<file path="config.mk">
export PLATFORM = sky130hd
export DESIGN_NAME = spi_master_slave_flat
export DESIGN_NICKNAME = d
export VERILOG_FILES = /design/src/rtl/spi_pkg.sv /design/src/rtl/spi_master_slave_if.sv /design/src/rtl/spi_slave_if.sv /design/src/rtl/spi_master_slave.sv /design/src/flat_wrapper.sv
export SDC_FILE = /design/constraint.sdc
export NUM_CORES = 1
export LEC_CHECK = 0
export ABC_CLOCK_PERIOD_IN_PS = 2100
export BUFFER_PORTS_ARGS = -buffer_cell sky130_fd_sc_hd__buf_2
export CELL_PAD_IN_SITES_DETAIL_PLACEMENT = 1
export CELL_PAD_IN_SITES_GLOBAL_PLACEMENT = 1
export CORE_ASPECT_RATIO = 0.6
export CORE_UTILIZATION = 23
export CTS_BUF_LIST = sky130_fd_sc_hd__clkbuf_8
export CTS_CLUSTER_DIAMETER = 30
export DETAILED_ROUTE_END_ITERATION = 10
export PLACE_DENSITY = 0.44
export SLEW_MARGIN = 10
export SYNTH_ARGS = -nofsm -noshare
export SYNTH_HDL_FRONTEND = slang
export SYNTH_SLANG_ARGS = --single-unit
</file>
<file path="constraint.sdc">
create_clock -name clk -period 2.1 [get_ports clk]
set_input_delay 0.42 -clock clk [delete_from_list [all_inputs] [get_ports clk]]
set_output_delay 0.42 -clock clk [all_outputs]
set_load 0.005 [all_outputs]
</file>
<file path="src/rtl/spi_pkg.sv">
// Shared types and constants for the SPI master/slave loopback fixture.
package spi_pkg;

  localparam int BYTE_W = 8;
  localparam int BIT_CNT_W = $clog2(BYTE_W);

  typedef enum logic [2:0] {
    IDLE,
    SETUP,
    XFER,
    HOLD,
    DONE
  } state_e;

endpackage

</file>
<file path="src/rtl/spi_master_slave_if.sv">
// Host-side and serial-side signals of the SPI loopback fixture.
// The host drives through the master modport; the fixture implements the slave modport.
interface spi_master_slave_if;
  import spi_pkg::*;

  logic              start;
  logic              sel;
  logic [BYTE_W-1:0] tx_data;
  logic [BYTE_W-1:0] rx_data;
  logic              busy;
  logic              done;
  logic [BYTE_W-1:0] slv0_tx_data;
  logic [BYTE_W-1:0] slv1_tx_data;
  logic [BYTE_W-1:0] slv0_rx_data;
  logic              slv0_rx_valid;
  logic [BYTE_W-1:0] slv1_rx_data;
  logic              slv1_rx_valid;
  logic              sclk;
  logic              mosi;
  logic              miso;
  logic              ss0;
  logic              ss1;

  modport master (
    output start, sel, tx_data, slv0_tx_data, slv1_tx_data,
    input  rx_data, busy, done, slv0_rx_data, slv0_rx_valid,
    input  slv1_rx_data, slv1_rx_valid, sclk, mosi, miso, ss0, ss1
  );

  modport slave (
    input  start, sel, tx_data, slv0_tx_data, slv1_tx_data,
    output rx_data, busy, done, slv0_rx_data, slv0_rx_valid,
    output slv1_rx_data, slv1_rx_valid, sclk, mosi, miso, ss0, ss1
  );

endinterface

</file>
<file path="src/rtl/spi_slave_if.sv">
// Mode-0 SPI slave, oversampling sclk/ss with the system clock.
module spi_slave_if
  import spi_pkg::*;
(
  input  logic              clk,
  input  logic              rst,
  input  logic              sclk_i,
  input  logic              ss_i,
  input  logic              mosi_i,
  input  logic [BYTE_W-1:0] tx_data_i,
  output logic              miso_o,
  output logic [BYTE_W-1:0] rx_data_o,
  output logic              rx_valid_o
);

  logic                 sclk_q;
  logic                 ss_q;
  logic [BYTE_W-1:0]    tx_sr_q;
  logic [BYTE_W-1:0]    rx_sr_q;
  logic [BIT_CNT_W-1:0] cnt_q;
  logic                 miso_q;
  logic [BYTE_W-1:0]    rx_data_q;
  logic                 rx_valid_q;

  logic ss_fall, sclk_rise, sclk_fall;
  assign ss_fall   = ss_q & ~ss_i;
  assign sclk_rise = ~sclk_q & sclk_i;
  assign sclk_fall = sclk_q & ~sclk_i;

  // NOTE: ss_q resets to the idle (high) level so the first real select is seen as a falling edge.
  always_ff @(posedge clk or negedge rst) begin
    if (!rst) begin
      sclk_q     <= 1'b0;
      ss_q       <= 1'b1;
      tx_sr_q    <= '0;
      rx_sr_q    <= '0;
      cnt_q      <= '0;
      miso_q     <= 1'b0;
      rx_data_q  <= '0;
      rx_valid_q <= 1'b0;
    end else begin
      sclk_q     <= sclk_i;
      ss_q       <= ss_i;
      rx_valid_q <= 1'b0;
      if (ss_i) begin
        miso_q <= 1'b0;
      end else if (ss_fall) begin
        tx_sr_q <= tx_data_i;
        miso_q  <= tx_data_i[BYTE_W-1];
        cnt_q   <= '0;
      end else if (sclk_rise) begin
        rx_sr_q <= {rx_sr_q[BYTE_W-2:0], mosi_i};
        cnt_q   <= cnt_q + 1'b1;
        if (cnt_q == BIT_CNT_W'(BYTE_W - 1)) begin
          rx_data_q  <= {rx_sr_q[BYTE_W-2:0], mosi_i};
          rx_valid_q <= 1'b1;
        end
      end else if (sclk_fall) begin
        tx_sr_q <= {tx_sr_q[BYTE_W-2:0], 1'b0};
        miso_q  <= tx_sr_q[BYTE_W-2];
      end
    end
  end

  assign miso_o     = miso_q;
  assign rx_data_o  = rx_data_q;
  assign rx_valid_o = rx_valid_q;

endmodule

</file>
<file path="src/rtl/spi_master_slave.sv">
// SPI master (mode 0, MSB first) driving two spi_slave_if instances on shared sclk/mosi.
// Frame: SETUP, 16 sclk half-periods, HOLD, then a one-cycle DONE.
module spi_master_slave
  import spi_pkg::*;
#(
  parameter int SCLK_HALF = 2
) (
  input  logic                  clk,
  input  logic                  rst,
  spi_master_slave_if.slave     bus
);

  localparam logic [7:0] HALF_LAST = 8'(SCLK_HALF - 1);

  state_e            state_q;
  logic [7:0]        cnt_q;
  logic [3:0]        half_q;
  logic [BYTE_W-1:0] tx_q;
  logic [BYTE_W-1:0] rx_q;
  logic [BYTE_W-1:0] rx_data_q;
  logic              busy_q;
  logic              done_q;
  logic              sclk_q;
  logic              mosi_q;
  logic              ss0_q;
  logic              ss1_q;

  logic miso, miso0, miso1;
  logic half_end;
  assign half_end = (cnt_q == HALF_LAST);

  // NOTE: all state uses non-blocking assignments so every register sees the pre-edge values.
  always_ff @(posedge clk or negedge rst) begin
    if (!rst) begin
      state_q   <= IDLE;
      cnt_q     <= '0;
      half_q    <= '0;
      tx_q      <= '0;
      rx_q      <= '0;
      rx_data_q <= '0;
      busy_q    <= 1'b0;
      done_q    <= 1'b0;
      sclk_q    <= 1'b0;
      mosi_q    <= 1'b0;
      ss0_q     <= 1'b1;
      ss1_q     <= 1'b1;
    end else begin
      case (state_q)
        IDLE: begin
          done_q <= 1'b0;
          busy_q <= 1'b0;
          // busy_q is still high during the done cycle, so a start there is dropped.
          if (bus.start && !busy_q) begin
            busy_q  <= 1'b1;
            tx_q    <= bus.tx_data;
            mosi_q  <= bus.tx_data[BYTE_W-1];
            ss0_q   <= bus.sel;
            ss1_q   <= ~bus.sel;
            cnt_q   <= '0;
            state_q <= SETUP;
          end
        end
        SETUP: begin
          if (half_end) begin
            cnt_q   <= '0;
            half_q  <= '0;
            sclk_q  <= 1'b1;
            rx_q    <= {rx_q[BYTE_W-2:0], miso};
            state_q <= XFER;
          end else begin
            cnt_q <= cnt_q + 1'b1;
          end
        end
        XFER: begin
          if (half_end) begin
            cnt_q <= '0;
            if (half_q == 4'd15) begin
              state_q <= HOLD;
            end else begin
              half_q <= half_q + 1'b1;
              sclk_q <= ~sclk_q;
              if (sclk_q) begin
                // Zeros shift in behind the data, so the 8th fall leaves mosi low.
                mosi_q <= tx_q[BYTE_W-2];
                tx_q   <= {tx_q[BYTE_W-2:0], 1'b0};
              end else begin
                rx_q <= {rx_q[BYTE_W-2:0], miso};
              end
            end
          end else begin
            cnt_q <= cnt_q + 1'b1;
          end
        end
        HOLD: begin
          if (half_end) begin
            cnt_q   <= '0;
            ss0_q   <= 1'b1;
            ss1_q   <= 1'b1;
            state_q <= DONE;
          end else begin
            cnt_q <= cnt_q + 1'b1;
          end
        end
        DONE: begin
          done_q    <= 1'b1;
          rx_data_q <= rx_q;
          state_q   <= IDLE;
        end
        default: state_q <= IDLE;
      endcase
    end
  end

  spi_slave_if u_slv0 (
    .clk        (clk),
    .rst        (rst),
    .sclk_i     (sclk_q),
    .ss_i       (ss0_q),
    .mosi_i     (mosi_q),
    .tx_data_i  (bus.slv0_tx_data),
    .miso_o     (miso0),
    .rx_data_o  (bus.slv0_rx_data),
    .rx_valid_o (bus.slv0_rx_valid)
  );

  spi_slave_if u_slv1 (
    .clk        (clk),
    .rst        (rst),
    .sclk_i     (sclk_q),
    .ss_i       (ss1_q),
    .mosi_i     (mosi_q),
    .tx_data_i  (bus.slv1_tx_data),
    .miso_o     (miso1),
    .rx_data_o  (bus.slv1_rx_data),
    .rx_valid_o (bus.slv1_rx_valid)
  );

  assign miso = !ss0_q ? miso0 : (!ss1_q ? miso1 : 1'b0);

  assign bus.miso    = miso;
  assign bus.sclk    = sclk_q;
  assign bus.mosi    = mosi_q;
  assign bus.ss0     = ss0_q;
  assign bus.ss1     = ss1_q;
  assign bus.busy    = busy_q;
  assign bus.done    = done_q;
  assign bus.rx_data = rx_data_q;

endmodule

</file>
<file path="src/flat_wrapper.sv">
// flat-port wrapper written by rule: the top's interface ports become plain ports
module spi_master_slave_flat import spi_pkg::*;
#(
  parameter int SCLK_HALF = 2
)
  (clk, rst, bus_start, bus_sel, bus_tx_data, bus_slv0_tx_data, bus_slv1_tx_data, bus_rx_data, bus_busy, bus_done, bus_slv0_rx_data, bus_slv0_rx_valid, bus_slv1_rx_data, bus_slv1_rx_valid, bus_sclk, bus_mosi, bus_miso, bus_ss0, bus_ss1);
  spi_master_slave_if bus_i ();
  input  logic clk;
  input  logic rst;
  input wire logic [$bits(bus_i.start)-1:0] bus_start;
  input wire logic [$bits(bus_i.sel)-1:0] bus_sel;
  input wire logic [$bits(bus_i.tx_data)-1:0] bus_tx_data;
  input wire logic [$bits(bus_i.slv0_tx_data)-1:0] bus_slv0_tx_data;
  input wire logic [$bits(bus_i.slv1_tx_data)-1:0] bus_slv1_tx_data;
  output wire logic [$bits(bus_i.rx_data)-1:0] bus_rx_data;
  output wire logic [$bits(bus_i.busy)-1:0] bus_busy;
  output wire logic [$bits(bus_i.done)-1:0] bus_done;
  output wire logic [$bits(bus_i.slv0_rx_data)-1:0] bus_slv0_rx_data;
  output wire logic [$bits(bus_i.slv0_rx_valid)-1:0] bus_slv0_rx_valid;
  output wire logic [$bits(bus_i.slv1_rx_data)-1:0] bus_slv1_rx_data;
  output wire logic [$bits(bus_i.slv1_rx_valid)-1:0] bus_slv1_rx_valid;
  output wire logic [$bits(bus_i.sclk)-1:0] bus_sclk;
  output wire logic [$bits(bus_i.mosi)-1:0] bus_mosi;
  output wire logic [$bits(bus_i.miso)-1:0] bus_miso;
  output wire logic [$bits(bus_i.ss0)-1:0] bus_ss0;
  output wire logic [$bits(bus_i.ss1)-1:0] bus_ss1;
  assign bus_i.start = bus_start;
  assign bus_i.sel = bus_sel;
  assign bus_i.tx_data = bus_tx_data;
  assign bus_i.slv0_tx_data = bus_slv0_tx_data;
  assign bus_i.slv1_tx_data = bus_slv1_tx_data;
  assign bus_rx_data = bus_i.rx_data;
  assign bus_busy = bus_i.busy;
  assign bus_done = bus_i.done;
  assign bus_slv0_rx_data = bus_i.slv0_rx_data;
  assign bus_slv0_rx_valid = bus_i.slv0_rx_valid;
  assign bus_slv1_rx_data = bus_i.slv1_rx_data;
  assign bus_slv1_rx_valid = bus_i.slv1_rx_valid;
  assign bus_sclk = bus_i.sclk;
  assign bus_mosi = bus_i.mosi;
  assign bus_miso = bus_i.miso;
  assign bus_ss0 = bus_i.ss0;
  assign bus_ss1 = bus_i.ss1;
  spi_master_slave #(.SCLK_HALF(SCLK_HALF)) u_core (.clk(clk), .rst(rst), .bus(bus_i));
endmodule
</file>
# Word-level counts from Yosys, hierarchy flattened
# Index checks and enable logic that the tools add are counted.
# classes
n_addsub	4
eq_ne	20
n_mux	66
bitwise	11
n_reduce_logical	31
# ops
op	n
7-bit two-way mux	10
8-bit two-way mux	6
8-bit one-hot mux with 2 select lines	2
1-bit two-way mux	28
3-bit two-way mux	9
2-bit nonzero test	9
3-bit AND reduction	5
5-bit AND reduction	3
7-bit one-hot mux with 2 select lines	1
4-bit two-way mux	3
2-bit by 1-bit != test with 1-bit output (second input constant)	6
3-bit one-hot mux with 4 select lines	1
4-bit AND reduction	3
1-bit one-hot mux with 2 select lines	5
2-bit AND reduction	5
3-bit equality test (second input constant)	3
8-bit by 1-bit adder with 8-bit output (second input constant)	1
8-bit by 1-bit equality test with 1-bit output (second input constant)	1
2-bit != test (second input constant)	4
4-bit one-hot mux with 2 select lines	1
1-bit NOT	7
3-bit by 1-bit adder with 3-bit output (second input constant)	2
3-bit by 2-bit equality test with 1-bit output (second input constant)	2
3-bit by 2-bit != test with 1-bit output (second input constant)	2
9 further kinds	13
# totals
register_bits	101
output_inout_bits	33

# Logic depth before layout (Yosys ltp)
# Gate-level depths: netlist of run 1.
# logic_depth
word_depth	6
mapped_depth	6

# Modules after synthesis
# Synthesis of run 1 repeated with hierarchy kept, for this count alone.
# hier_totals
cells_unflattened	357
area_unflattened_um2	4559.4
# by_module_without_submodules
mod	n_inst	cells_each	area_each_um2	seq_area_each_um2
spi_slave_if	2	89	1214.9	726.9
spi_master_slave	1	179	2129.5	1103.6

# Worst setup path after synthesis of run 1
# No wires, ideal clock.
# synth_path
kind	reg-to-reg
start	register u_core.cnt_q[1]
end	register u_core.mosi_q (netlist: u_core.bus.mosi)
t_arrival_ps	1706
t_required_ps	1975
slack_ps	269
stages_incl_launch_ff	7
path_buffers	0
path_cell_list	dfrtp_1 -> inv_1 -> ha_1 -> nor3b_2 -> nand2_1 -> o21ai_4 -> mux2_2
# synth_between
elab_chain_cells	3
# synth_rtl
item	line_no	source
from (decl)	spi_master_slave.sv:16	logic [7:0] cnt_q;
from (signal assigned)	spi_master_slave.sv:71	cnt_q <= cnt_q + 1'b1;
from (signal assigned)	spi_master_slave.sv:91	cnt_q <= cnt_q + 1'b1;
from (signal assigned)	spi_master_slave.sv:101	cnt_q <= cnt_q + 1'b1;
8-bit by 1-bit equality test with 1-bit output	spi_master_slave.sv:30	assign half_end = (cnt_q == HALF_LAST);
2-bit by 1-bit != test with 1-bit output (no line)	n/a	
5-bit AND reduction (no line)	n/a	
to (signal assigned)	spi_master_slave.sv:56	mosi_q <= bus.tx_data[BYTE_W-1];
to (signal assigned)	spi_master_slave.sv:84	mosi_q <= tx_q[BYTE_W-2];
to (decl)	spi_master_slave.sv:24	logic mosi_q;
# No other way between the ends.
# A chain may end at the register's enable or synchronous reset.

# Worst setup path in the final report of run 1
# layout_path
start	register u_core.cnt_q[0]
end	register u_core.cnt_q[5]
# layout_between
elab_chain_cells	3
elab_cells_between_ends	4
cone_classes	1 x add/sub; 1 x eq/ne; 2 x mux
# layout_rtl
item	line_no	source
8-bit by 1-bit adder with 8-bit output / 8-bit by 1-bit equality test with 1-bit output (equally long branches)	n/a	
8-bit two-way mux (*)	spi_master_slave.sv:64, spi_master_slave.sv:75, spi_master_slave.sv:95	
8-bit one-hot mux with 2 select lines (*)	spi_master_slave.sv:48	case (state_q)
# Every way passes the cells marked *; elsewhere a longest branch is shown, timed or not.

==> results of run 1 <==
==> placed cells by master (no fill, tap or decap), types with 3 or more instances in the layout <==
master	instances
sky130_fd_sc_hd__buf_4	20
sky130_fd_sc_hd__o31ai_1	3
sky130_fd_sc_hd__nor2_1	14
sky130_fd_sc_hd__nor3_2	3
sky130_fd_sc_hd__nand2_1	40
sky130_fd_sc_hd__ha_1	7
sky130_fd_sc_hd__nor2b_1	6
sky130_fd_sc_hd__a21oi_1	7
sky130_fd_sc_hd__nand2b_1	5
sky130_fd_sc_hd__nand3_1	10
sky130_fd_sc_hd__dfrtp_1	97
sky130_fd_sc_hd__a22oi_1	28
sky130_fd_sc_hd__mux2i_1	3
sky130_fd_sc_hd__buf_2	59
sky130_fd_sc_hd__mux2_2	57
sky130_fd_sc_hd__nor3_1	3
sky130_fd_sc_hd__dfstp_2	3
sky130_fd_sc_hd__inv_1	8
sky130_fd_sc_hd__o21ai_0	32
sky130_fd_sc_hd__clkbuf_8	10
==> area by class of cell <==
| type | instances | area, um2 |
|---|---|---|
| timing repair buffer | 82 | 495 |
| clock buffer | 10 | 138 |
| sequential | 101 | 2540 |
| inverter | 8 | 30.0 |
| clock inverter | 6 | 55.1 |
| fill | 2127 | 13600 |
| tap | 246 | 308 |
| multi-input combinational | 252 | 1860 |
==> flip-flops by register name, summed over array words and instances, names as in the netlist, 3 cells and up <==
name	flops
u_core.bus.rx_data	8
u_core.cnt_q	8
u_core.rx_q	8
u_core.u_slv0.rx_data_o	8
u_core.u_slv1.rx_data_o	8
u_core.tx_q	7
u_core.u_slv0.rx_sr_q	7
u_core.u_slv0.tx_sr_q	7
u_core.u_slv1.rx_sr_q	7
u_core.u_slv1.tx_sr_q	7
u_core.half_q	4
u_core.state_q	3
u_core.u_slv0.cnt_q	3
u_core.u_slv1.cnt_q	3
==> power groups by stage <==
| stage | Combinational (uW) | Sequential (uW) | Clock [uW] |
|---|---|---|---|
| finish | 2220 | 3200 | 1230 |
| global route | 2540 | 3320 | 1380 |
| CTS | 2250 | 3210 | 1310 |
| detailed placement | 2230 | 3230 | 0 |
| global placement | 2180 | 3210 | 0 |
| floorplan | 1660 | 2920 | 0 |
==> kinds of logic (layout without fill, tap and decap cells) <==
family,Yosys count,count (layout),share of synthesized area
AO/OA/AOI/OAI,83,83,0.120
XOR/XNOR,3,3,0.00587
adder cells (fa/ha/maj),7,7,0.0196
buffers and inverters,23,106,0.0204
flip-flops,101,101,0.566
multiplexers,60,60,0.150
AND/OR/NAND/NOR,99,99,0.118
==> per-stage QoR <==
stage / TNS [ns] / hold WS, ns
after CTS: 0 / 0.215
final: 0 / 0.247
after global placement: 0 / 0.377
after global routing: -0.00899 / 0.241
after floorplan: 0 / 0.124
after detailed placement: 0 / 0.382
==> repair_timing <==
item,CTS,global route
pin swaps,0,0
hold endpoints to repair,20,0
hold buffers,1,0
buffers inserted,0,1
setup endpoints to repair,2,8
cloned,0,0
resized for setup,1,2
==> critical path, stage by stage (launching register included) <==
cell	delay (ns)
sky130_fd_sc_hd__dfrtp_1	0.45
sky130_fd_sc_hd__ha_1	0.22
sky130_fd_sc_hd__nor3b_4	0.17
sky130_fd_sc_hd__buf_4	0.15
sky130_fd_sc_hd__a211o_2	0.38
sky130_fd_sc_hd__or3_2	0.45
sky130_fd_sc_hd__o21ai_0	0.08
==> worst max path at each step <==
| stage | startpoint | end | slack, ns | cells after the start |
|---|---|---|---|---|
| 6_report | u_core.cnt_q[0] | u_core.cnt_q[5] | 0.12 | 6 |
| 5_1_grt | u_core.cnt_q[1] | u_core.bus.mosi | -0.005 | 6 |
| 4_1_cts | u_core.bus.ss0 | bus_miso | 0.03 | 3 |
| 3_5_place_dp | u_core.cnt_q[1] | u_core.bus.mosi | 0.02 | 6 |
| 3_3_place_gp | u_core.cnt_q[1] | u_core.tx_q[5] | 0.11 | 6 |
| 2_1_floorplan | u_core.cnt_q[1] | u_core.bus.mosi | 0.27 | 6 |
==> per-layer routing <==
layer	routed length, um	GRT usage	vias to the layer above
li1	-	-	1503
met1	5900	0.173	1608
met4	80	0.0306	0
met3	455	0.0352	7
met2	4440	0.167	65
met5	0	0	-
==> summary.log, run 1 <==
qor: routing.drtIter0Drc 113
qor: routing.drt_drc_violations_left 0
qor: worst_hold_path.min_to u_core.u_slv0.tx_sr_q[0]
qor: setup_path.worst-endpoint-arrival 2.28 ns
qor: pwr.power_frac_seq 0.481
qor: global_routing.globalRouteOverflowTotal 0
qor: die.die_y 110 um
qor: placed_design.post-dp-hpwl 7.85 mm
qor: layout.synthToLayoutAreaGrowth 21.1%
qor: setup_path.crit_required 2.39 ns
qor: routing.drt-vias-per-instance 4.51
qor: pwr.totalPowerFinal 6660 uW
qor: clock_tree.cts_buffers 9
qor: synthesis.netlist_area 4480 um2
qor: clock_tree.htreeDepth 3
qor: synthesis.synth.ff_latch_count 101
qor: pwr.clock_power_share 0.185
qor: timing.hold_viol_final 0
qor: synthesis.post_synth_main_area_contributors sky130_fd_sc_hd__dfrtp_1 54%, sky130_fd_sc_hd__mux2_2 14%, sky130_fd_sc_hd__a22oi_1 4.7%, sky130_fd_sc_hd__o21ai_0 3.7%, sky130_fd_sc_hd__nand2_1 3.4%
qor: job.maxCapViolCount 0
qor: synthesis.postSynthCellCount 376
qor: layout.finish.utilization 0.285
qor: placed_design.globalplace.congestion 0.700
qor: routing.drt_pass1_iterations 4
qor: worst_hold_path.hp-start bus_slv0_tx_data[0]
qor: pwr.netSwitchingFraction 0.377
qor: die.die_width 182 um
qor: setup_path.regToRegSetupSlack 0.12 ns
qor: synthesis.ys_types 47
qor: synthesis.synth_async_sr_flop_share 1.00
qor: setup_path.critical_path.reg2reg.startpoint u_core.cnt_q[0]
qor: layout.final_area 5420 um2
qor: die.start_util 0.235
qor: pwr.power_density 1230 nW/um2
qor: synthesis.synth_edf_count 0
qor: timing.slew_viol_final 0
qor: global_routing.grt_first_pass_wirelength 18.2 mm
qor: synthesis.synthDominantCellAreaShare 0.542
qor: synthesis.synth_fp_nets 411
qor: timing.clock_skew 0.0156 ns
qor: pwr.combPwrFrac 0.334
qor: global_routing.grt_antenna_before_repair 0
qor: timing.worst_slew_margin_rel 0.613
qor: timing.final.setup.worst_slack 0.115 ns
qor: layout.stdcell_count 705
qor: pwr.net-switching-power 2510 uW
qor: routing.drtAntennaViolNets 0
qor: synthesis.post-synth-top-area-cell sky130_fd_sc_hd__dfrtp_1
qor: clock_tree.clockBufferDepth 2
qor: setup_path.cp-start-kind register
qor: layout.post_route_cells_drive_above_1_share 0.379
qor: setup_path.crit_path_end_kind register
qor: setup_path.worstSetupPathType reg -> reg
qor: pwr.power_report.internal_total 4150 uW
qor: setup_path.r2r.worst_path.cells 6
qor: timing.max_freq 0.504 GHz
qor: timing.finalCritPeriodShare 0.945
qor: synthesis.synth_seq_area_share 0.566
qor: die.placeableCoreArea 19000 um2
qor: worst_hold_path.hold_path_depth 3
qor: global_routing.pin_count_of_the_biggest_net_entering_global_routing 34
qor: die.floorplan.rows 39
qor: pwr.irDropWorstVdd 0.317 mV
qor: clock_tree.clock_slew_at_reported_path_ffs 0.11 ns
qor: setup_path.regToRegEndpoint u_core.cnt_q[5]
qor: synthesis.yosys-top-cells-count 97 x sky130_fd_sc_hd__dfrtp_1, 57 x sky130_fd_sc_hd__mux2_2, 40 x sky130_fd_sc_hd__nand2_1
qor: synthesis.postSynthAreaPerCell 11.9 um2
qor: clock_tree.clock-root-buffer sky130_fd_sc_hd__clkbuf_8
qor: synthesis.yosys.cell_count.top_type sky130_fd_sc_hd__dfrtp_1
qor: setup_path.critical_path.max_fanout 6
qor: die.ios 61
qor: clock_tree.tritoncts_num_sinks 101
qor: global_routing.track_usage 0.118
qor: routing.avgRoutedWirePerCell 15.4 um
qor: run_status.status completed
qor: placed_design.dpl_cell_area 5200 um2
qor: timing.setup-violations-final 0
qor: pwr.p_leak 0.00258 uW
qor: global_routing.grt_pass1_vias 3382
qor: synthesis.ys.flop_type sky130_fd_sc_hd__dfrtp_1
qor: timing.layout_min_cycle_time 1.98 ns
qor: worst_hold_path.hold_class in -> reg
qor: layout.n_antenna_cell 0
qor: clock_tree.tritoncts yes
qor: routing.route.final.wire_length 10.9 mm
qor: placed_design.place.detailed.instances 687
qor: die.design.die.area 20000 um2
qor: timing.tightestPinTransition 0.579 ns
qor: routing.vias 3183
qor: synthesis.yosysWarnings 0
qor: layout.final_net_count 489
qor: placed_design.pre_cts_setup_slack 0.0240 ns
qor: clock_tree.clock_latency 0.38 ns
qor: placed_design.place.port_buffers 60
No activity file was read; power rests on OpenSTA's default activity.
==> run 2, diff against run 1 <==
--- a/config.mk
+++ b/config.mk
@@ -18,4 +18,5 @@
 export SLEW_MARGIN = 10
 export SYNTH_ARGS = -nofsm -noshare
 export SYNTH_HDL_FRONTEND = slang
+export SYNTH_HIERARCHICAL = 1
 export SYNTH_SLANG_ARGS = --single-unit
==> summary.log, run 2 <==
qor: setup_path.critical_path.startpoint u_core/half_q[0] [was u_core.cnt_q[0]]
qor: clock_tree.clock-root-buffer sky130_fd_sc_hd__clkbuf_8 [unchanged]
qor: layout.final_cell_mix 98 x sky130_fd_sc_hd__dfrtp_1, 62 x sky130_fd_sc_hd__mux2_2, 59 x sky130_fd_sc_hd__buf_2 [was 97 x sky130_fd_sc_hd__dfrtp_1, 59 x sky130_fd_sc_hd__buf_2, 57 x sky130_fd_sc_hd__mux2_2]
qor: timing.tns 0 ns [unchanged]
qor: pwr.irDropWorstVdd 0.316 mV [was 0.317 mV]
qor: synthesis.synth_edf_count 0 [unchanged]
qor: die.placeableCoreArea 19200 um2 [was 19000 um2]
qor: layout.post_route_cells_drive_above_1_share 0.408 [was 0.379]
qor: synthesis.yosys.cell_count.top_type sky130_fd_sc_hd__dfrtp_1 [unchanged]
qor: pwr.p_leak 0.00267 uW [was 0.00258 uW]
qor: clock_tree.clock_latency 0.38 ns [about the same]
qor: clock_tree.clock_slew_at_reported_path_ffs 0.11 ns [about the same]
qor: routing.drt_drc_violations_left 0 [unchanged]
qor: layout.final_area 5540 um2 [was 5420 um2]
qor: routing.vias 3087 [was 3183]
qor: layout.multi_input_comb_area 1920 um2 [was 1860 um2]
qor: timing.layout_min_cycle_time 2.02 ns [was 1.98 ns]
qor: setup_path.critical_path_buf_inv_count 0 [was 1]
qor: timing.rsz0062_at_grt no
qor: synthesis.synth_fp_nets 392 [was 411]
qor: clock_tree.htreeDepth 3 [unchanged]
qor: placed_design.place.port_buffers 60 [unchanged]
qor: die.start_util 0.237 [was 0.235]
qor: global_routing.grt_pass1_vias 3355 [was 3382]
qor: routing.avgRoutedWirePerCell 15.3 um [was 15.4 um]
qor: timing.tightestPinTransition 0.599 ns [was 0.579 ns]
qor: timing.hold_viol_final 0 [unchanged]
qor: layout.layout.cells.most_common sky130_fd_sc_hd__dfrtp_1 [unchanged]
qor: synthesis.postSynthCellCount 357 [was 376]
qor: global_routing.track_usage 0.115 [was 0.118]
qor: clock_tree.tritoncts_num_sinks 102 [was 101]
qor: setup_path.delay_of_the_slowest_cell_on_the_worst_path 0.42 ns [was 0.45 ns]
qor: setup_path.critical_path.max_fanout 8 [was 6]
qor: routing.drt-vias-per-instance 4.32 [was 4.51]
qor: die.floorplan.rows 39 [unchanged]
qor: synthesis.synth_seq_area_share 0.561 [was 0.566]
qor: setup_path.worstSetupPathType reg -> reg [unchanged]
qor: global_routing.pin_count_of_the_biggest_net_entering_global_routing 43 [was 34]
qor: timing.slew_viol_final 0 [unchanged]
qor: synthesis.synth_async_sr_flop_share 1.00 [unchanged]
qor: setup_path.crit_path_end_kind register [unchanged]
qor: timing.finalCritPeriodShare 0.961 [was 0.945]
qor: layout.fillerInstances 2165 [was 2127]
qor: run_status.status completed [unchanged]
qor: worst_hold_path.hold_class in -> async [was in -> reg]
qor: setup_path.worst-endpoint-arrival 2.28 ns [about the same]
qor: setup_path.worst_path_dominant_cell_family simple AND/OR/NAND/NOR gates [unchanged]
qor: die.design.die.area 20400 um2 [was 20000 um2]
qor: die.die_width 184 um [was 182 um]
qor: routing.drt_pass1_iterations 4 [unchanged]
qor: clock_tree.cts_buffers 9 [unchanged]
qor: synthesis.netlist_area 4560 um2 [was 4480 um2]
qor: layout.final_net_count 479 [was 489]
qor: global_routing.globalRouteOverflowTotal 0 [unchanged]
qor: setup_path.cp-start-kind register [unchanged]
qor: timing.worst_slew_margin_rel 0.601 [was 0.613]
qor: timing.setup-violations-final 0 [unchanged]
qor: layout.synthToLayoutAreaGrowth 21.6% [was 21.1%]
qor: setup_path.critical_path.reg2reg.startpoint u_core/half_q[0] [was u_core.cnt_q[0]]
qor: routing.drtAntennaViolNets 0 [unchanged]
qor: setup_path.crit_slowest_cell sky130_fd_sc_hd__dfrtp_1 [unchanged]
qor: clock_tree.tritoncts yes [unchanged]
qor: routing.route.final.wire_length 10.9 mm [about the same]
qor: pwr.power_density 1220 nW/um2 [was 1230 nW/um2]
qor: synthesis.synth.ff_latch_count 102 [was 101]
qor: timing.clock_skew 0.0139 ns [was 0.0156 ns]
qor: job.maxCapViolCount 0 [unchanged]
qor: synthesis.yosys-top-cells-count 98 x sky130_fd_sc_hd__dfrtp_1, 62 x sky130_fd_sc_hd__mux2_2, 21 x sky130_fd_sc_hd__nand2_1 [was 97 x sky130_fd_sc_hd__dfrtp_1, 57 x sky130_fd_sc_hd__mux2_2, 40 x sky130_fd_sc_hd__nand2_1]
qor: layout.n_antenna_cell 0 [unchanged]
qor: synthesis.post-synth-top-area-cell sky130_fd_sc_hd__dfrtp_1 [unchanged]
qor: global_routing.grt_antenna_before_repair 0 [unchanged]
qor: synthesis.ys.flop_type sky130_fd_sc_hd__dfrtp_1 [unchanged]
qor: placed_design.dpl_cell_area 5340 um2 [was 5200 um2]
qor: synthesis.synthDominantCellAreaShare 0.538 [was 0.542]
qor: placed_design.globalplace.congestion 0.729 [was 0.700]
qor: setup_path.crit_required 2.37 ns [was 2.39 ns]
qor: clock_tree.clockBufferDepth 2 [unchanged]
qor: setup_path.crit_chain ha_2, and3_1, or3_4, a21oi_4, mux2_2 [was ha_1, nor3b_4, buf_4, a211o_2, or3_2, o21ai_0]
qor: setup_path.regToRegEndpoint u_core/rx_q[3] [was u_core.cnt_q[5]]
qor: die.ios 61 [unchanged]
qor: global_routing.grt_first_pass_wirelength 18.3 mm [was 18.2 mm]
qor: die.die_y 111 um [was 110 um]
qor: setup_path.r2r.worst_path.cells 5 [was 6]
qor: placed_design.post-dp-hpwl 7.90 mm [was 7.85 mm]
qor: synthesis.yosysWarnings 6 [was 0]
qor: setup_path.regToRegSetupSlack 0.08 ns [was 0.12 ns]
qor: synthesis.ys_types 47 [unchanged]
qor: synthesis.post_synth_main_area_contributors sky130_fd_sc_hd__dfrtp_1 54%, sky130_fd_sc_hd__mux2_2 15%, sky130_fd_sc_hd__o2bb2ai_1 2.9%, sky130_fd_sc_hd__a31oi_1 2.5%, sky130_fd_sc_hd__dfstp_2 2.3% [was sky130_fd_sc_hd__dfrtp_1 54%, sky130_fd_sc_hd__mux2_2 14%, sky130_fd_sc_hd__a22oi_1 4.7%, sky130_fd_sc_hd__o21ai_0 3.7%, sky130_fd_sc_hd__nand2_1 3.4%]
qor: layout.sequential_cell_area 2560 um2 [was 2540 um2]
qor: synthesis.postSynthAreaPerCell 12.8 um2 [was 11.9 um2]
qor: routing.drtIter0Drc 90 [was 113]
qor: timing.max_freq 0.495 GHz [was 0.504 GHz]
-- run 2: how the worst max path moves through the flow --
stage | endpoint | slack (ns) | depth (start not counted)
floorplan | u_core/bus.mosi | 0.19 | 8
global placement | u_core/rx_q[2] | 0.08 | 5
detailed placement | u_core/rx_q[1] | 0.04 | 5
CTS | bus_miso | 0.001 | 3
global route | u_core/rx_q[4] | 0.004 | 5
finish | u_core/rx_q[3] | 0.08 | 5
-- run 2: report_power, final --
group	switching [uW]	internal (uW)
Clock	736	436
Combinational	1240	1250
Sequential	549	2550
-- run 2: kinds of logic after synthesis --
group	count (synthesis)	share of synthesized area
AO/OA/AOI/OAI	77	0.122
buffers and inverters	20	0.0198
flip-flops	102	0.561
multiplexers	67	0.164
XOR/XNOR	1	0.00192
AND/OR/NAND/NOR	83	0.113
adder cells (fa/ha/maj)	7	0.0192
-- run 2: final cells by class --
cell class,instances,share of cell area
clock buffers,9,0.0223
clock inverters,7,0.00880
inverters,8,0.00542
multi-input cells,235,0.347
flip-flops and latches,102,0.462
well taps,266,0.0600
repair buffers,88,0.0948
-- run 2: repair_timing --
action,in CTS,in global routing
pin swaps,0,1
hold buffers,0,0
buffers inserted,0,2
resized for setup,1,3
setup endpoints to repair,1,16
-- run 2: through the flow --
stage	total power [uW]	hold WS, ns	worst slack, ns	cells	utilization
after floorplan	4640	0.124	0.188	357	-
after detailed placement	5630	0.467	0.0366	697	0.278
after global routing	7300	0.0355	0.00436	715	0.288
after global placement	5580	0.463	0.0805	697	0.278
final	6760	0.0268	0.0817	715	0.288
after CTS	6870	0.0291	0.00113	713	0.287
-- run 2: routing by layer --
metal | vias to the layer above | wire length (um) | global-route usage
met1 | 1542 | 5700 | 0.165
li1 | 1493 | - | -
met4 | 0 | 68 | 0.0267
met5 | - | 0 | 0
met3 | 5 | 428 | 0.0358
met2 | 47 | 4710 | 0.168
==> run 3, diff against run 2 <==
--- a/config.mk
+++ b/config.mk
@@ -10,11 +10,11 @@
 export CELL_PAD_IN_SITES_DETAIL_PLACEMENT = 1
 export CELL_PAD_IN_SITES_GLOBAL_PLACEMENT = 1
 export CORE_ASPECT_RATIO = 0.6
-export CORE_UTILIZATION = 23
+export CORE_UTILIZATION = 48
 export CTS_BUF_LIST = sky130_fd_sc_hd__clkbuf_8
 export CTS_CLUSTER_DIAMETER = 30
 export DETAILED_ROUTE_END_ITERATION = 10
-export PLACE_DENSITY = 0.44
+export PLACE_DENSITY = 0.8
 export SLEW_MARGIN = 10
 export SYNTH_ARGS = -nofsm -noshare
 export SYNTH_HDL_FRONTEND = slang
==> summary.log, run 3 (same netlist as run 2, synthesis figures left out) <==
qor: global_routing.track_usage 0.226 [was 0.115]
qor: worst_hold_path.hold_path_depth 3
qor: timing.max_freq 0.499 GHz [was 0.495 GHz]
qor: die.floorplan.rows 27 [was 39]
qor: routing.drtIter0Drc 157 [was 90]
qor: timing.slew_viol_final 0 [unchanged]
qor: die.die_width 128 um [was 184 um]
qor: placed_design.globalplace.congestion 0.861 [was 0.729]
qor: timing.fin_hold_ws 0.276 ns [was 0.0268 ns]
qor: layout.n_antenna_cell 0 [unchanged]
qor: timing.layout_min_cycle_time 2.01 ns [was 2.02 ns]
qor: placed_design.post-dp-hpwl 7.14 mm [was 7.90 mm]
qor: global_routing.pin_count_of_the_biggest_net_entering_global_routing 39 [was 43]
qor: placed_design.pre_cts_setup_slack -0.0192 ns [was 0.0366 ns]
qor: job.maxCapViolCount 0 [unchanged]
qor: routing.avgRoutedWirePerCell 17.2 um [was 15.3 um]
qor: clock_tree.clockBufferDepth 2 [unchanged]
qor: clock_tree.clock_slew_at_reported_path_ffs 0.09 ns [was 0.11 ns]
qor: pwr.irDropWorstVdd 0.458 mV [was 0.316 mV]
qor: routing.drt-vias-per-instance 5.45 [was 4.32]
qor: setup_path.crit_path_end_kind register [unchanged]
qor: pwr.power_density 1250 nW/um2 [was 1220 nW/um2]
qor: layout.post_route_cells_drive_above_1_share 0.396 [was 0.408]
qor: setup_path.r2r.worst_path.cells 5 [unchanged]
qor: clock_tree.htreeDepth 3 [unchanged]
qor: routing.drt_pass1_iterations 4 [unchanged]
qor: worst_hold_path.hold_class in -> reg [was in -> async]
qor: setup_path.regToRegSetupSlack 0.09 ns [was 0.08 ns]
qor: placed_design.dpl_cell_area 5130 um2 [was 5340 um2]
qor: setup_path.crit_required 2.35 ns [was 2.37 ns]
qor: layout.final_cell_mix 98 x sky130_fd_sc_hd__dfrtp_1, 62 x sky130_fd_sc_hd__mux2_2, 59 x sky130_fd_sc_hd__buf_2 [unchanged]
qor: timing.clock_skew 0.0111 ns [was 0.0139 ns]
qor: global_routing.grt_antenna_before_repair 0 [unchanged]
qor: routing.drt_drc_violations_left 0 [unchanged]
qor: timing.tightestPinTransition 0.582 ns [was 0.599 ns]
qor: setup_path.worst-endpoint-arrival 2.25 ns [was 2.28 ns]
qor: global_routing.grt_pass1_vias 3390 [was 3355]
qor: layout.final_net_count 474 [was 479]
qor: setup_path.critical_path.reg2reg.startpoint u_core/half_q[1] [was u_core/half_q[0]]
qor: setup_path.delay_of_the_slowest_cell_on_the_worst_path 0.42 ns [about the same]
qor: timing.hold_viol_final 0 [unchanged]
qor: setup_path.cp-start-kind register [unchanged]
qor: timing.tns 0 ns [unchanged]
qor: die.placeableCoreArea 9190 um2 [was 19200 um2]
qor: worst_hold_path.min_to u_core/tx_q[0]
qor: routing.route.final.wire_length 9.87 mm [was 10.9 mm]
qor: setup_path.regToRegEndpoint u_core/rx_q[6] [was u_core/rx_q[3]]
qor: timing.worst_slew_margin_rel 0.611 [was 0.601]
qor: global_routing.globalRouteOverflowTotal 0 [unchanged]
qor: setup_path.critical_path.max_fanout 8 [unchanged]
qor: die.die_y 77.5 um [was 111 um]
qor: worst_hold_path.hp-start bus_tx_data[0]
qor: timing.setup-violations-final 0 [unchanged]
qor: routing.drtAntennaViolNets 0 [unchanged]
qor: setup_path.worstSetupPathType reg -> reg [unchanged]
qor: setup_path.crit_slowest_cell sky130_fd_sc_hd__dfrtp_1 [unchanged]
qor: clock_tree.clock-root-buffer sky130_fd_sc_hd__clkbuf_8 [unchanged]
qor: clock_tree.cts_buffers 9 [unchanged]
qor: layout.synthToLayoutAreaGrowth 17.3% [was 21.6%]
qor: timing.final.setup.worst_slack 0.0941 ns [was 0.0817 ns]
qor: clock_tree.clock_latency 0.36 ns [was 0.38 ns]
qor: layout.layout.cells.most_common sky130_fd_sc_hd__dfrtp_1 [unchanged]
qor: pwr.p_leak 0.00266 uW [was 0.00267 uW]
qor: die.start_util 0.496 [was 0.237]
qor: die.ios 61 [unchanged]
qor: clock_tree.tritoncts yes [unchanged]
qor: global_routing.grt_first_pass_wirelength 17.4 mm [was 18.3 mm]
qor: timing.finalCritPeriodShare 0.955 [was 0.961]
qor: pwr.totalPowerFinal 6670 uW [was 6760 uW]
qor: die.design.die.area 9910 um2 [was 20400 um2]
qor: placed_design.place.port_buffers 60 [unchanged]
qor: clock_tree.tritoncts_num_sinks 102 [unchanged]
qor: run_status.status completed [unchanged]
qor: setup_path.crit_chain ha_2, and3_1, or3_4, a21oi_4, mux2_2 [unchanged]
qor: layout.final_area 5350 um2 [was 5540 um2]
qor: routing.vias 3131 [was 3087]
-- run 3: changes by cell type in the layout (fill, tap and decap cells not counted), sizes merged --
cell         previous run  this run
clkbuf                  9        10
inv                    11        12
buf                    88        82
clkinvlp                2         0
dlygate4sd3             0         1
-- run 3: how the worst max path moves through the flow --
stage	start	end	slack, ns
floorplan	u_core/cnt_q[1]	u_core/bus.mosi	0.19
global placement	u_core/half_q[0]	u_core/rx_q[0]	0.10
detailed placement	u_core/cnt_q[1]	u_core/tx_q[3]	-0.02
CTS	u_core/half_q[0]	u_core/rx_q[6]	0.02
global route	u_core/cnt_q[1]	u_core/tx_q[3]	-0.01
finish	u_core/half_q[1]	u_core/rx_q[6]	0.09
-- run 3: what timing repair did --
action | CTS | global route
endpoints found under the hold margin | 1 | 0
pin swaps | 0 | 1
hold buffers | 1 | 0
gates resized for setup | 1 | 2
setup buffers | 0 | 3
setup endpoints to repair | 7 | 15
-- run 3: area by class of cell --
| cell class | count | area, um2 |
|---|---|---|
| clock buffers | 10 | 138 |
| flip-flops and latches | 102 | 2560 |
| inverters | 8 | 30.0 |
| clock inverters | 6 | 38.8 |
| multi-input cells | 235 | 1920 |
| well taps | 130 | 163 |
| repair buffers | 83 | 503 |
| fillers | 974 | 3840 |
-- run 3: report_power, final --
part | total (uW) | internal (uW) | switching, uW
Combinational | 2440 | 1210 | 1230
Sequential | 3130 | 2550 | 577
Clock | 1100 | 464 | 639
Total | 6670 | 4220 | 2450
-- run 3: critical path, delay by kind of cell, from the launching register on --
family,cells,cell delay (ns)
simple gates,2,0.60
flops,1,0.42
mux,1,0.37
compound gates,1,0.29
fa+ha+maj,1,0.21
-- run 3: per-stage QoR --
stage                     utilization  std cells
final                           0.582        574
after global routing            0.582        574
after CTS                       0.579        571
after detailed placement        0.559        554
after global placement          0.559        554
after floorplan                     -        357
-- run 3: layer usage --
metal / vias to the layer above / track usage / part of all wire
met5: - / 0 / 0
met4: 0 / 0.0541 / 0.0082
met3: 8 / 0.0476 / 0.038
met2: 57 / 0.361 / 0.47
met1: 1582 / 0.318 / 0.48
li1: 1484 / - / -
